## src/rtl/disp_hm.sv

```systemverilog
// disp_hm: HH:MM BCD reader driving a 4-digit multiplexed 7-seg display.
// Optional leading-zero blanking of the hour tens digit: DISP_HM_LZ_BLANK_EN.
module disp_hm #(
  parameter int DIV   = 50000,
  parameter int GUARD = 16
) (
  input  logic       disp_hm_clock,
  input  logic       disp_hm_reset,
  input  logic [1:0] disp_hm_h_msd,
  input  logic [3:0] disp_hm_h_lsd,
  input  logic [2:0] disp_hm_m_msd,
  input  logic [3:0] disp_hm_m_lsd,
  input  logic       disp_hm_sec_pulse,
  output logic [3:0] disp_hm_an,
  output logic [6:0] disp_hm_seg,
  output logic       disp_hm_colon
);

  localparam int MAXC = (DIV > GUARD) ? DIV : GUARD;
  localparam int CW   = $clog2(MAXC) + 1;

  typedef enum logic {
    ST_GUARD,
    ST_SHOW
  } state_t;

  state_t         state;
  state_t         state_nx;
  logic [CW-1:0]  cnt;
  logic [CW-1:0]  cnt_nx;
  logic [1:0]     idx;
  logic [1:0]     idx_nx;
  logic           take;

  logic [1:0]     s_hm;
  logic [3:0]     s_hl;
  logic [2:0]     s_mm;
  logic [3:0]     s_ml;

  logic [3:0]     an_nx;
  logic [6:0]     seg_nx;
  logic [3:0]     an_sel;
  logic [6:0]     seg_sel;
  logic [3:0]     dig;
  logic [3:0]     lim;

  function automatic logic [6:0] dec(
    input logic [3:0] d,
    input logic [3:0] l
  );
    logic [6:0] r;
    if (d > l) begin
      r = 7'h3F;
    end else begin
      case (d)
        4'd0:    r = 7'h40;
        4'd1:    r = 7'h79;
        4'd2:    r = 7'h24;
        4'd3:    r = 7'h30;
        4'd4:    r = 7'h19;
        4'd5:    r = 7'h12;
        4'd6:    r = 7'h02;
        4'd7:    r = 7'h78;
        4'd8:    r = 7'h00;
        4'd9:    r = 7'h10;
        default: r = 7'h3F;
      endcase
    end
    return r;
  endfunction

  // Pick the digit for the current slot; slot 0 reads the live input
  // because its snapshot is captured on the very edge it is shown.
  always_comb begin
    dig    = 4'd0;
    lim    = 4'd0;
    an_sel = 4'hF;
    unique case (1'b1)
      idx == 2'd0: begin
        dig    = disp_hm_m_lsd;
        lim    = 4'd9;
        an_sel = 4'b1110;
      end
      idx == 2'd1: begin
        dig    = {1'b0, s_mm};
        lim    = 4'd5;
        an_sel = 4'b1101;
      end
      idx == 2'd2: begin
        dig    = s_hl;
        lim    = 4'd9;
        an_sel = 4'b1011;
      end
      idx == 2'd3: begin
        dig    = {2'b00, s_hm};
        lim    = 4'd2;
        an_sel = 4'b0111;
      end
    endcase
    seg_sel = dec(dig, lim);
`ifdef DISP_HM_LZ_BLANK_EN
    if (idx == 2'd3 && s_hm == 2'd0) begin
      an_sel  = 4'hF;
      seg_sel = 7'h7F;
    end
`endif
  end

  // Scan FSM: next state, counter, slot index and registered outputs.
  always_comb begin
    state_nx = state;
    cnt_nx   = cnt + 1'b1;
    idx_nx   = idx;
    an_nx    = disp_hm_an;
    seg_nx   = disp_hm_seg;
    take     = 1'b0;
    unique case (state)
      ST_GUARD: begin
        if (cnt == CW'(GUARD - 1)) begin
          state_nx = ST_SHOW;
          cnt_nx   = '0;
          take     = (idx == 2'd0);
          an_nx    = an_sel;
          seg_nx   = seg_sel;
        end
      end
      ST_SHOW: begin
        if (cnt == CW'(DIV - 1)) begin
          state_nx = ST_GUARD;
          cnt_nx   = '0;
          idx_nx   = idx + 2'd1;
          an_nx    = 4'hF;
          seg_nx   = 7'h7F;
        end
      end
    endcase
  end

  // State, counter and display output registers.
  always_ff @(posedge disp_hm_clock or negedge disp_hm_reset) begin
    if (!disp_hm_reset) begin
      state       <= ST_GUARD;
      cnt         <= '0;
      idx         <= 2'd0;
      disp_hm_an  <= 4'hF;
      disp_hm_seg <= 7'h7F;
    end else begin
      state       <= state_nx;
      cnt         <= cnt_nx;
      idx         <= idx_nx;
      disp_hm_an  <= an_nx;
      disp_hm_seg <= seg_nx;
    end
  end

  // Frame snapshot: all four digits latched together at frame start.
  always_ff @(posedge disp_hm_clock or negedge disp_hm_reset) begin
    if (!disp_hm_reset) begin
      s_hm <= '0;
      s_hl <= '0;
      s_mm <= '0;
      s_ml <= '0;
    end else if (take) begin
      s_hm <= disp_hm_h_msd;
      s_hl <= disp_hm_h_lsd;
      s_mm <= disp_hm_m_msd;
      s_ml <= disp_hm_m_lsd;
    end
  end

  // Colon toggles on every second pulse, independent of the scan.
  always_ff @(posedge disp_hm_clock or negedge disp_hm_reset) begin
    if (!disp_hm_reset) begin
      disp_hm_colon <= 1'b1;
    end else if (disp_hm_sec_pulse) begin
      disp_hm_colon <= ~disp_hm_colon;
    end
  end

  logic unused_ml;
  assign unused_ml = ^s_ml;

endmodule
```

## config.mk

```make
export PLATFORM = sky130hd
export DESIGN_NAME = disp_hm
export DESIGN_NICKNAME = d
export VERILOG_FILES = /design/src/rtl/disp_hm.sv
export SDC_FILE = /design/constraint.sdc
export NUM_CORES = 1
export LEC_CHECK = 0
export CORE_MARGIN = 2
export CORE_UTILIZATION = 55
export DETAILED_ROUTE_END_ITERATION = 8
export GPL_TIMING_DRIVEN = 0
export PLACE_DENSITY = 0.79
export SETUP_SLACK_MARGIN = 0.3
export SLEW_MARGIN = 20
export SYNTH_ARGS = -nofsm -noshare
export SYNTH_HDL_FRONTEND = slang
export SYNTH_SLANG_ARGS = --single-unit
```

## constraint.sdc

```tcl
create_clock -name disp_hm_clock -period 3.4 [get_ports disp_hm_clock]
set_input_delay 1.02 -clock disp_hm_clock [delete_from_list [all_inputs] [get_ports disp_hm_clock]]
set_output_delay 1.02 -clock disp_hm_clock [all_outputs]
set_load 0.05 [all_outputs]
```

# [Word-level counts from Yosys, hierarchy flattened]
# Memories as Yosys holds them, arrays and structs flattened.
# Cells that the tools add are included.
[word_totals] out_inout_bits=12 regBits=41 memories=1 elab_cells=44 inputBits=16 rom_bits=112 latchBits=0 mem_bits_rw=0
[classes] n_mux=18 n_reduce_logical=4 n_bitwise=2 addsub=2 shift=0 magnitude_cmp=1 n_eq_ne=7 multipliers=0 n_div=0
[mem_list] memory="(name not given)" words=16 word_bits=7 read_ports=1 rd_clocked_by_memory_dff=0 wr=0 line_no="55" source="case (d)"
[op_table] cell="$mux W17" n=2
[op_table] cell="$pmux W17 S2" n=1
[op_table] cell="$pmux W4 S4" n=2
[op_table] cell="$mux W7" n=3
[op_table] cell="$add A17 B1 Y17 const B" n=1
[op_table] cell="$eq A17 B16 Y1 const B" n=1
[op_table] cell="$eq A17 B4 Y1 const B" n=1
[op_table] cell="$pmux W7 S2" n=1
[op_table] cell="$pmux W4 S3" n=1
[op_table] cell="$mux W4" n=2
[op_table] cell="$pmux W4 S2" n=1
[op_table] cell="$eq A2 B2 Y1 const B" n=2
[op_table] cell="$gt A4 B4 Y1" n=1
[op_table] cell="$mux W1" n=4
[op_table] cell="$reduce_and A2 Y1" n=2
[op_table] cell="$add A2 B1 Y2 const B" n=1
[op_table] cell="$eq A2 B1 Y1 const B" n=1
[op_table] cell="$logic_not A2 Y1" n=1
[op_table] cell="$ne A2 B1 Y1 const B" n=1
[op_table] cell="$ne A2 B2 Y1 const B" n=1
[op_table] cell="$not A1 Y1" n=2
[op_table] cell="$pmux W1 S2" n=1
[op_table] cell="$reduce_or A2 Y1" n=1

# [Longest topological paths before layout]
# Gate-level depths: netlist (run 1).
[logic_depth] word_depth=7 ltp_mapped=12 ltp_nobuf=11

# [Worst setup path after synthesis (run 1)]
# OpenSTA, ideal clock, no wires.
[synth_timing] kind="in2reg" startpoint="in disp_hm_m_lsd[3]" endpoint="reg disp_hm_seg[5]" setup_ps=91 n_path_buf=0 slack_ps=547 arrival_ps=2761 path_stages=8 required_time_ps=3309 path_cell_list="a21oi_1 -> inv_1 -> ha_1 -> nand2_1 -> a21oi_1 -> a221o_1 -> a2111oi_4 -> a21oi_1"
[synth_via] elab_chain_cells=5 word_cells_on_any_way=6 cone_classes="1 x order compare; 4 x mux; 1 x memory"
[synth_rtl] element="start, declared" line_no="12" source="input logic [3:0] disp_hm_m_lsd,"
[synth_rtl] element="$pmux W4 S4 *" line_no="78" source="unique case (1'b1)"
[synth_rtl] element="$mem_v2 Z16 W7 or $gt A4 B4 Y1 (tied branches)"
[synth_rtl] element="$mux W7 *" line_no="52" source="if (d > l) begin"
[synth_rtl] element="$mux W7 *" line_no="119" source="if (cnt == CW'(GUARD - 1)) begin"
[synth_rtl] element="$pmux W7 S2 *" line_no="117" source="unique case (state)"
[synth_rtl] element="end signal, assigned" line_no="152" source="disp_hm_seg <= seg_nx;"
[synth_rtl] element="end, declared" line_no="15" source="output logic [6:0] disp_hm_seg,"
# Mark *: on every way between the ends. The rest lies on a longest branch, timed or not. The select of a mux whose other input is x is not followed.
# A chain may end at the register's enable or synchronous reset.

# [Worst setup path after layout (run 1)]
[layout_timing] startpoint="in disp_hm_m_lsd[2]" endpoint="reg disp_hm_seg[4]"
# The elaborated chain is that of the path after synthesis.

==> results by group, run 1 <==
Die
  – Die Outline Area: 4570 um^2
  – Std-Cell Rows: 23
  – Effective utilization at floorplan: 56.4%
  – Floorplan die height: 67.6 um
  – Die width: 67.6 um
  – Number of primary I/O pins: 28
  – Total core area: 3940 um^2

Clock network
  – CTS Root Cell: clkbuf_8
  – Clock Sinks: 41
  – Clock buffer count from CTS: 5
  – Maximum level of the CTS H-tree: 2
  – Clk pin slew, worst setup/hold paths: 0.09 ns
  – Count of hold buffers inserted by post-cts repair: 0
  – Maximum buffer depth of the clock tree: 2
  – Clock insertion delay at the later pin of the skew report: 0.30 ns
  – TritonCTS clock tree: done

Detailed routing
  – Routed Antenna Nets: 0
  – Iteration-0 DRC count of the detailed router: 119
  – Number of remaining DRC errors: 0
  – Routed len/inst: 15.1 um
  – Total length of routed wires: 4380 um
  – 1st-pass router iterations: 4
  – Number of vias after detailed routing: 1627
  – Drt via density: 5.61

Global routing
  – Maximum number of pins on one net before global-route repair: 30
  – Number of global-route vias before repair: 1511
  – Global-route wire length before repair: 6890 um
  – Global-route congestion overflow total: 0
  – GRT Overall Usage: 20.3%
  – Initial antenna violation count: 0

Synth
  – Number of warnings reported in the yosys synthesis log: 0
  – Async SR Flop Fraction: 100%
  – Synthesized area divided by synthesized cell count: 11.0 um^2
  – Largest cells by area after synthesis: dfrtp_1 33%, dfstp_2 14%, ha_1 7.3%
  – Summed instance area of the synthesized netlist: 2220 um^2
  – Number of instances in the synthesized netlist: 202
  – Top-count cell post-synth: dfrtp_1
  – Main flop type after synthesis: dfrtp_1
  – Sequential share of the synthesized area: 46.8%
  – Number of synthesized flops with an enable pin: 0
  – Top cell type by total area after synthesis: dfrtp_1
  – FF+latch count, synth: 41
  – Number of nets produced by synthesis: 231
  – Commonest cells post-synth: 29 x dfrtp_1, 22 x nor2_1, 14 x a21oi_1
  – Yosys top cell area share: 32.6%
  – Count of different cell masters after synthesis: 43

Final layout
  – Area occupied by multi-input gates: 1140 um^2
  – Relative area change from synthesis to final layout: 23.0%
  – Final standard cell area without fillers: 2740 um^2
  – Count of fill cells added during filler insertion: 285
  – Net count reported at finish: 268
  – Utilization after layout: 69.4%
  – Fraction of final layout cells with drive strength greater than 1: 22.1%
  – Antenna cell count: 0
  – Sequential cell area: 1040 um^2

Power and ir drop
  – Power density over cell area: 398 nW/um^2
  – Leak Pwr: 0.00119 uW
  – IR drop worst, VDD: 0.000259 V
  – Share of power burned in registers: 48.5%
  – Fraction of power spent switching nets: 26.0%
  – Clock Power Share: 36.7%
  – Combinational fraction of design power: 14.8%
  – Net switching power of the design: 283 uW
  – Post-layout total power: 1090 uW
  – Internal power: 805 uW

Placement
  – RD Place Congestion: 0.797
  – Final HPWL DP: 3040 um
  – # port buffers: 27
  – Placed Area: 2570 um^2

STA
  – RSZ-0062 raised after global routing: false
  – Total setup violations reported at the end of the flow: 0
  – Count of final hold-check violations: 0
  – Pin slew with the least headroom to its limit: 0.501 ns
  – Worst relative slew slack: 66.5%
  – Peak clock frequency supported by timing: 334 MHz
  – Setup Skew: 0.00686 ns
  – Slew Viols, Final: 0
  – Crit share post-route: 87.9%
  – Shortest period the worst path allows: 2.99 ns
  – Setup tns final: 0 ns

Worst setup path
  – Arrival @ worst endpoint: 3.22 ns
  – Worst r2r src: idx[1]
  – Number of stages on the worst setup path: 11
  – Worst path max stage delay: 0.42 ns
  – Slowest cell on the critical path: a221o_1
  – Reg-to-reg critical path endpoint: disp_hm_seg[4]
  – Critical path cell sequence: clkdlybuf4s50_1, nand2_1, o21a_4, inv_2, ha_1, nand2_1, a21oi_1, a221o_1, buf_4, a221oi_1, a21oi_1
  – Worst setup SP type: input port
  – Launch point of the critical path: disp_hm_m_lsd[2]
  – Crit path capture: disp_hm_seg[4]
  – Crit Path Class: in -> reg
  – Worst reg-to-reg path cell count: 12
  – Top cell family by delay on the critical path: compound AO/OA/AOI/OAI gates
  – Bufs and invs on worst path: 3
  – Endpoint kind of the worst setup timing path: flip-flop
  – Critical path peak fanout: 8
  – FF-to-FF setup slack: 0.52 ns
  – Critical path data required time: 3.63 ns

Status
  – Outcome: finished clean

Min path
  – Hold crit path type: reg -> reg

Flow run
  – Maximum capacitance violations: 0
state kept, by name, summed over array words and instances, names as in the netlist:
register       cells
cnt               17
disp_hm_an         4
disp_hm_colon      1
disp_hm_seg        7
idx                2
s_hl               4
s_hm               2
s_mm               3
state              1
stage by stage:
| step | std cells | setup WS, ns | hold slack, ns |
|---|---|---|---|
| 2_1_floorplan | 202 | 0.547 | 0.442 |
| 3_3_place_gp | 279 | -0.180 | 0.459 |
| 3_5_place_dp | 280 | -0.212 | 0.461 |
| 4_1_cts | 288 | 0.302 | 0.493 |
| 5_1_grt | 290 | 0.302 | 0.518 |
| 6_report | 290 | 0.410 | 0.487 |
power by group through the flow:
stage	registers, uW	clock network, uW	logic (uW)
2_1_floorplan	588	0	41.2
3_3_place_gp	536	0	151
3_5_place_dp	537	0	156
4_1_cts	528	404	158
5_1_grt	530	420	172
6_report	528	399	161
placed cells by master, fill, tap and decap left out, types with 4 or more instances in the layout:
cell             netlist  routed
nand2_1               11      11
xor2_1                 8       8
and3_1                 4       4
ha_1                  13      12
dfstp_2               12      12
nand4_1                8       8
a21oi_1               14      13
clkbuf_8               1       6
o21ai_0                8       8
dfrtp_1               29      27
nand3_1                7       7
xnor2_1                9       9
mux2_4                 9       9
inv_1                  9       7
clkdlybuf4s50_1        0      26
nor2_1                22      22
layout make-up:
| class | instances | share of cell area [%] |
|---|---|---|
| Buffer | 4 | 1.33 |
| Clock buffer | 6 | 2.65 |
| Clock inverter | 2 | 1.42 |
| Inverter | 10 | 1.37 |
| Multi-Input combinational cell | 147 | 41.8 |
| Sequential cell | 41 | 38.2 |
| Tap cell | 50 | 2.29 |
| Timing Repair Buffer | 30 | 11.0 |
worst min path at each step:
stage / startpoint / to / slack [ns] / cells past startpoint
after floorplan: cnt[16] / cnt[16] / 0.44 / 1
after global placement: cnt[16] / cnt[16] / 0.46 / 1
after detailed placement: cnt[16] / cnt[16] / 0.46 / 1
after CTS: cnt[16] / cnt[16] / 0.49 / 1
after global routing: disp_hm_seg[0] / disp_hm_seg[0] / 0.52 / 2
final: cnt[16] / cnt[16] / 0.49 / 1
logic make-up after synthesis:
family          after synthesis  synth area share, %
simple gates                 69                 17.0
flops                        41                 46.8
compound gates               36                 11.3
xor+xnor                     17                 6.70
buf+inv                      14                 3.32
fa+ha+maj                    13                 7.32
mux                          12                 7.54
metal layers:
layer  share of wire, %  global-route usage [%]  vias up
li1                   -                       -      792
met1                 45                    26.3      808
met2                 51                    33.7       22
met3                2.7                    4.50        5
met4                1.1                    6.89        0
met5                  0                       0        -
timing repair:
action / CTS / global route
setup endpoints to repair: 7 / 6
resized for setup: 4 / 6
buffers inserted: 0 / 2
pin swaps: 3 / 5
(Power assumes the default switching activity.)
==> inputs of run 2 (changes only) <==
CTS_BUF_LIST = sky130_fd_sc_hd__clkbuf_16   (was default)
TNS_END_PERCENT = 5   (was default)
==> run 2 against run 1 <==
Sequential power about the same; hold slack got worse by 0.0017 ns; via count increased by 0.92%; combinational power increased by 3%; routed wire length increased by 6.4%; power increased by 13%; setup slack got worse by 0.038 ns; non-clock buffer count increased by 3; sequential share of layout area decreased by 1.1 points; critical endpoint is now disp_hm_seg[5]; largest cell class unchanged.
==> results by group, run 2 (synthesis gave the netlist of run 1 again) <==
Placement
  – Placed Area: 2570 um^2 (unchanged)
  – Final HPWL DP: 3040 um (unchanged)
  – # port buffers: 27 (unchanged)
  – RD Place Congestion: 0.797 (unchanged)

Power and ir drop
  – Net switching power of the design: 295 uW (+4.2%)
  – Share of power burned in registers: 43.1% (-5.4 points)
  – Clock Power Share: 43.4% (+6.7 points)
  – Internal power: 932 uW (+16%)
  – Combinational fraction of design power: 13.5% (-1.3 points)
  – IR drop worst, VDD: 0.000297 V (+15%)
  – Power density over cell area: 435 nW/um^2 (+9.5%)
  – Leak Pwr: 0.00123 uW (+3.6%)
  – Fraction of power spent switching nets: 24.0% (-2.0 points)

Global routing
  – Maximum number of pins on one net before global-route repair: 30 (unchanged)
  – Global-route congestion overflow total: 0 (unchanged)
  – Number of global-route vias before repair: 1545 (+2.3%)
  – Initial antenna violation count: 0 (unchanged)
  – GRT Overall Usage: 21.2% (+0.88 points)
  – Global-route wire length before repair: 7180 um (+4.3%)

Status
  – Outcome: finished clean

Worst setup path
  – Worst reg-to-reg path cell count: 12 (unchanged)
  – Number of stages on the worst setup path: 9 (-2)
  – Worst path max stage delay: 0.45 ns (+0.03 ns)
  – Critical path cell sequence: clkdlybuf4s50_1, nand2_1, o21a_4, clkinvlp_4, ha_4, a21o_1, a221o_1, a2111oi_4, a21oi_1
  – Critical path data required time: 3.59 ns (-0.04 ns)
  – Slowest cell on the critical path: a2111oi_4
  – Arrival @ worst endpoint: 3.22 ns (about the same)
  – Top cell family by delay on the critical path: compound AO/OA/AOI/OAI gates
  – Crit Path Class: in -> reg
  – Bufs and invs on worst path: 2 (-1)
  – Endpoint kind of the worst setup timing path: flip-flop
  – Critical path peak fanout: 6 (-2)
  – Worst setup SP type: input port

STA
  – RSZ-0062 raised after global routing: false
  – Crit share post-route: 89.1% (+1.1 points)
  – Peak clock frequency supported by timing: 330 MHz (-1.3%)
  – Count of final hold-check violations: 0 (unchanged)
  – Pin slew with the least headroom to its limit: 0.504 ns (+0.00244 ns)
  – Slew Viols, Final: 0 (unchanged)
  – Hold slack: 0.486 ns (-0.00168 ns)
  – Total setup violations reported at the end of the flow: 0 (unchanged)
  – Worst relative slew slack: 66.3% (-0.16 points)
  – Shortest period the worst path allows: 3.03 ns (+0.0382 ns)
  – Setup Skew: 0.00597 ns (-0.000892 ns)

Detailed routing
  – Number of remaining DRC errors: 0 (unchanged)
  – Total length of routed wires: 4660 um (+6.4%)
  – Iteration-0 DRC count of the detailed router: 123 (+3.4%)
  – Routed len/inst: 15.9 um (+5.3%)
  – Number of vias after detailed routing: 1642 (+0.92%)
  – 1st-pass router iterations: 4 (unchanged)
  – Drt via density: 5.60 (-0.11%)
  – Routed Antenna Nets: 0 (unchanged)

Die
  – Floorplan die height: 67.6 um (unchanged)
  – Number of primary I/O pins: 28 (unchanged)
  – Std-Cell Rows: 23 (unchanged)
  – Die Outline Area: 4570 um^2 (unchanged)
  – Effective utilization at floorplan: 56.4% (unchanged)
  – Die width: 67.6 um (unchanged)
  – Total core area: 3940 um^2 (unchanged)

Final layout
  – Relative area change from synthesis to final layout: 26.7%
  – Net count reported at finish: 271 (+1.1%)
  – Top library cells by usage in the layout, fill and taps aside: 27 x dfrtp_1, 26 x clkdlybuf4s50_1, 22 x nor2_1, 13 x a21oi_1
  – Regs by FF count: cnt x17, disp_hm_seg x7
  – Most common cell after layout, fill and taps aside: dfrtp_1
  – Flip-flop count of the largest register after layout: 17 (unchanged)
  – Final standard cell area without fillers: 2820 um^2 (+3.0%)
  – Fraction of final layout cells with drive strength greater than 1: 23.0% (+0.96 points)
  – Register with the most flip-flops: cnt
  – Antenna cell count: 0 (unchanged)

Clock network
  – Maximum level of the CTS H-tree: 2 (unchanged)
  – Clock insertion delay at the later pin of the skew report: 0.28 ns (-0.02 ns)
  – Clock Sinks: 41 (unchanged)
  – Clk pin slew, worst setup/hold paths: 0.06 ns (-0.03 ns)
  – Maximum buffer depth of the clock tree: 2 (unchanged)
  – Clock buffer count from CTS: 5 (unchanged)
  – Count of hold buffers inserted by post-cts repair: 0 (unchanged)
  – CTS Root Cell: clkbuf_16
  – TritonCTS clock tree: done

Flow run
  – Maximum capacitance violations: 0 (unchanged)

Min path
  – Hold crit path type: reg -> reg
  – Hold depth: 1 (unchanged)
==> run 2: path summary, 6_finish.rpt <==
kind,start,endpoint,slack [ns]
worst max-delay path,disp_hm_m_lsd[2],disp_hm_seg[5],0.37
min in group asynchronous,disp_hm_reset,cnt[3],0.64
max in group asynchronous,disp_hm_reset,disp_hm_colon,2.23
worst max register to register,idx[0],disp_hm_seg[5],0.52
worst min register to register,cnt[16],cnt[16],0.49
worst min-delay path,cnt[16],cnt[16],0.49
==> run 2: area by class of cell <==
type,instances,area [um^2]
repair buffers,33,323
flip-flops and latches,41,1040
clock inverters,3,42.5
multi-input cells,147,1140
fillers,265,1120
inverters,10,41.3
clock buffers,5,125
well taps,50,62.6
plain buffers,4,36.3
==> run 2: what timing repair did <==
action,in CTS,in global routing
gates resized for setup,4,6
buffers inserted,1,4
endpoints found under the hold margin,0,0
pin swaps,3,4
setup endpoints to repair,7,7
==> run 2: per-layer routing <==
layer / part of all wire [%] / vias up / track usage [%] / routed length [um]
li1: - / 801 / - / -
met1: 44 / 804 / 27.5 / 2040
met2: 52 / 33 / 35.7 / 2420
met3: 3.4 / 4 / 4.50 / 158
met4: 0.62 / 0 / 6.12 / 29
met5: 0 / - / 0 / 0
==> run 2: through the flow <==
step / utilization (%) / setup WS [ns] / setup TNS [ns] / std cells / total power (uW)
global route: 71.5 / 0.269 / 0 / 293 / 1270
global placement: 64.8 / -0.180 / -0.962 / 279 / 688
finish: 71.5 / 0.372 / 0 / 293 / 1230
detailed placement: 65.2 / -0.212 / -1.19 / 280 / 693
CTS: 70.1 / 0.301 / 0 / 289 / 1230
floorplan: - / 0.547 / 0 / 202 / 629
==> run 2: power by group through the flow <==
stage                     Clock [uW]  Sequential [uW]  Combinational, uW
final                            533              529                166
after global routing             560              531                177
after CTS                        544              529                160
after detailed placement           0              537                156
after global placement             0              536                151
after floorplan                    0              588               41.2
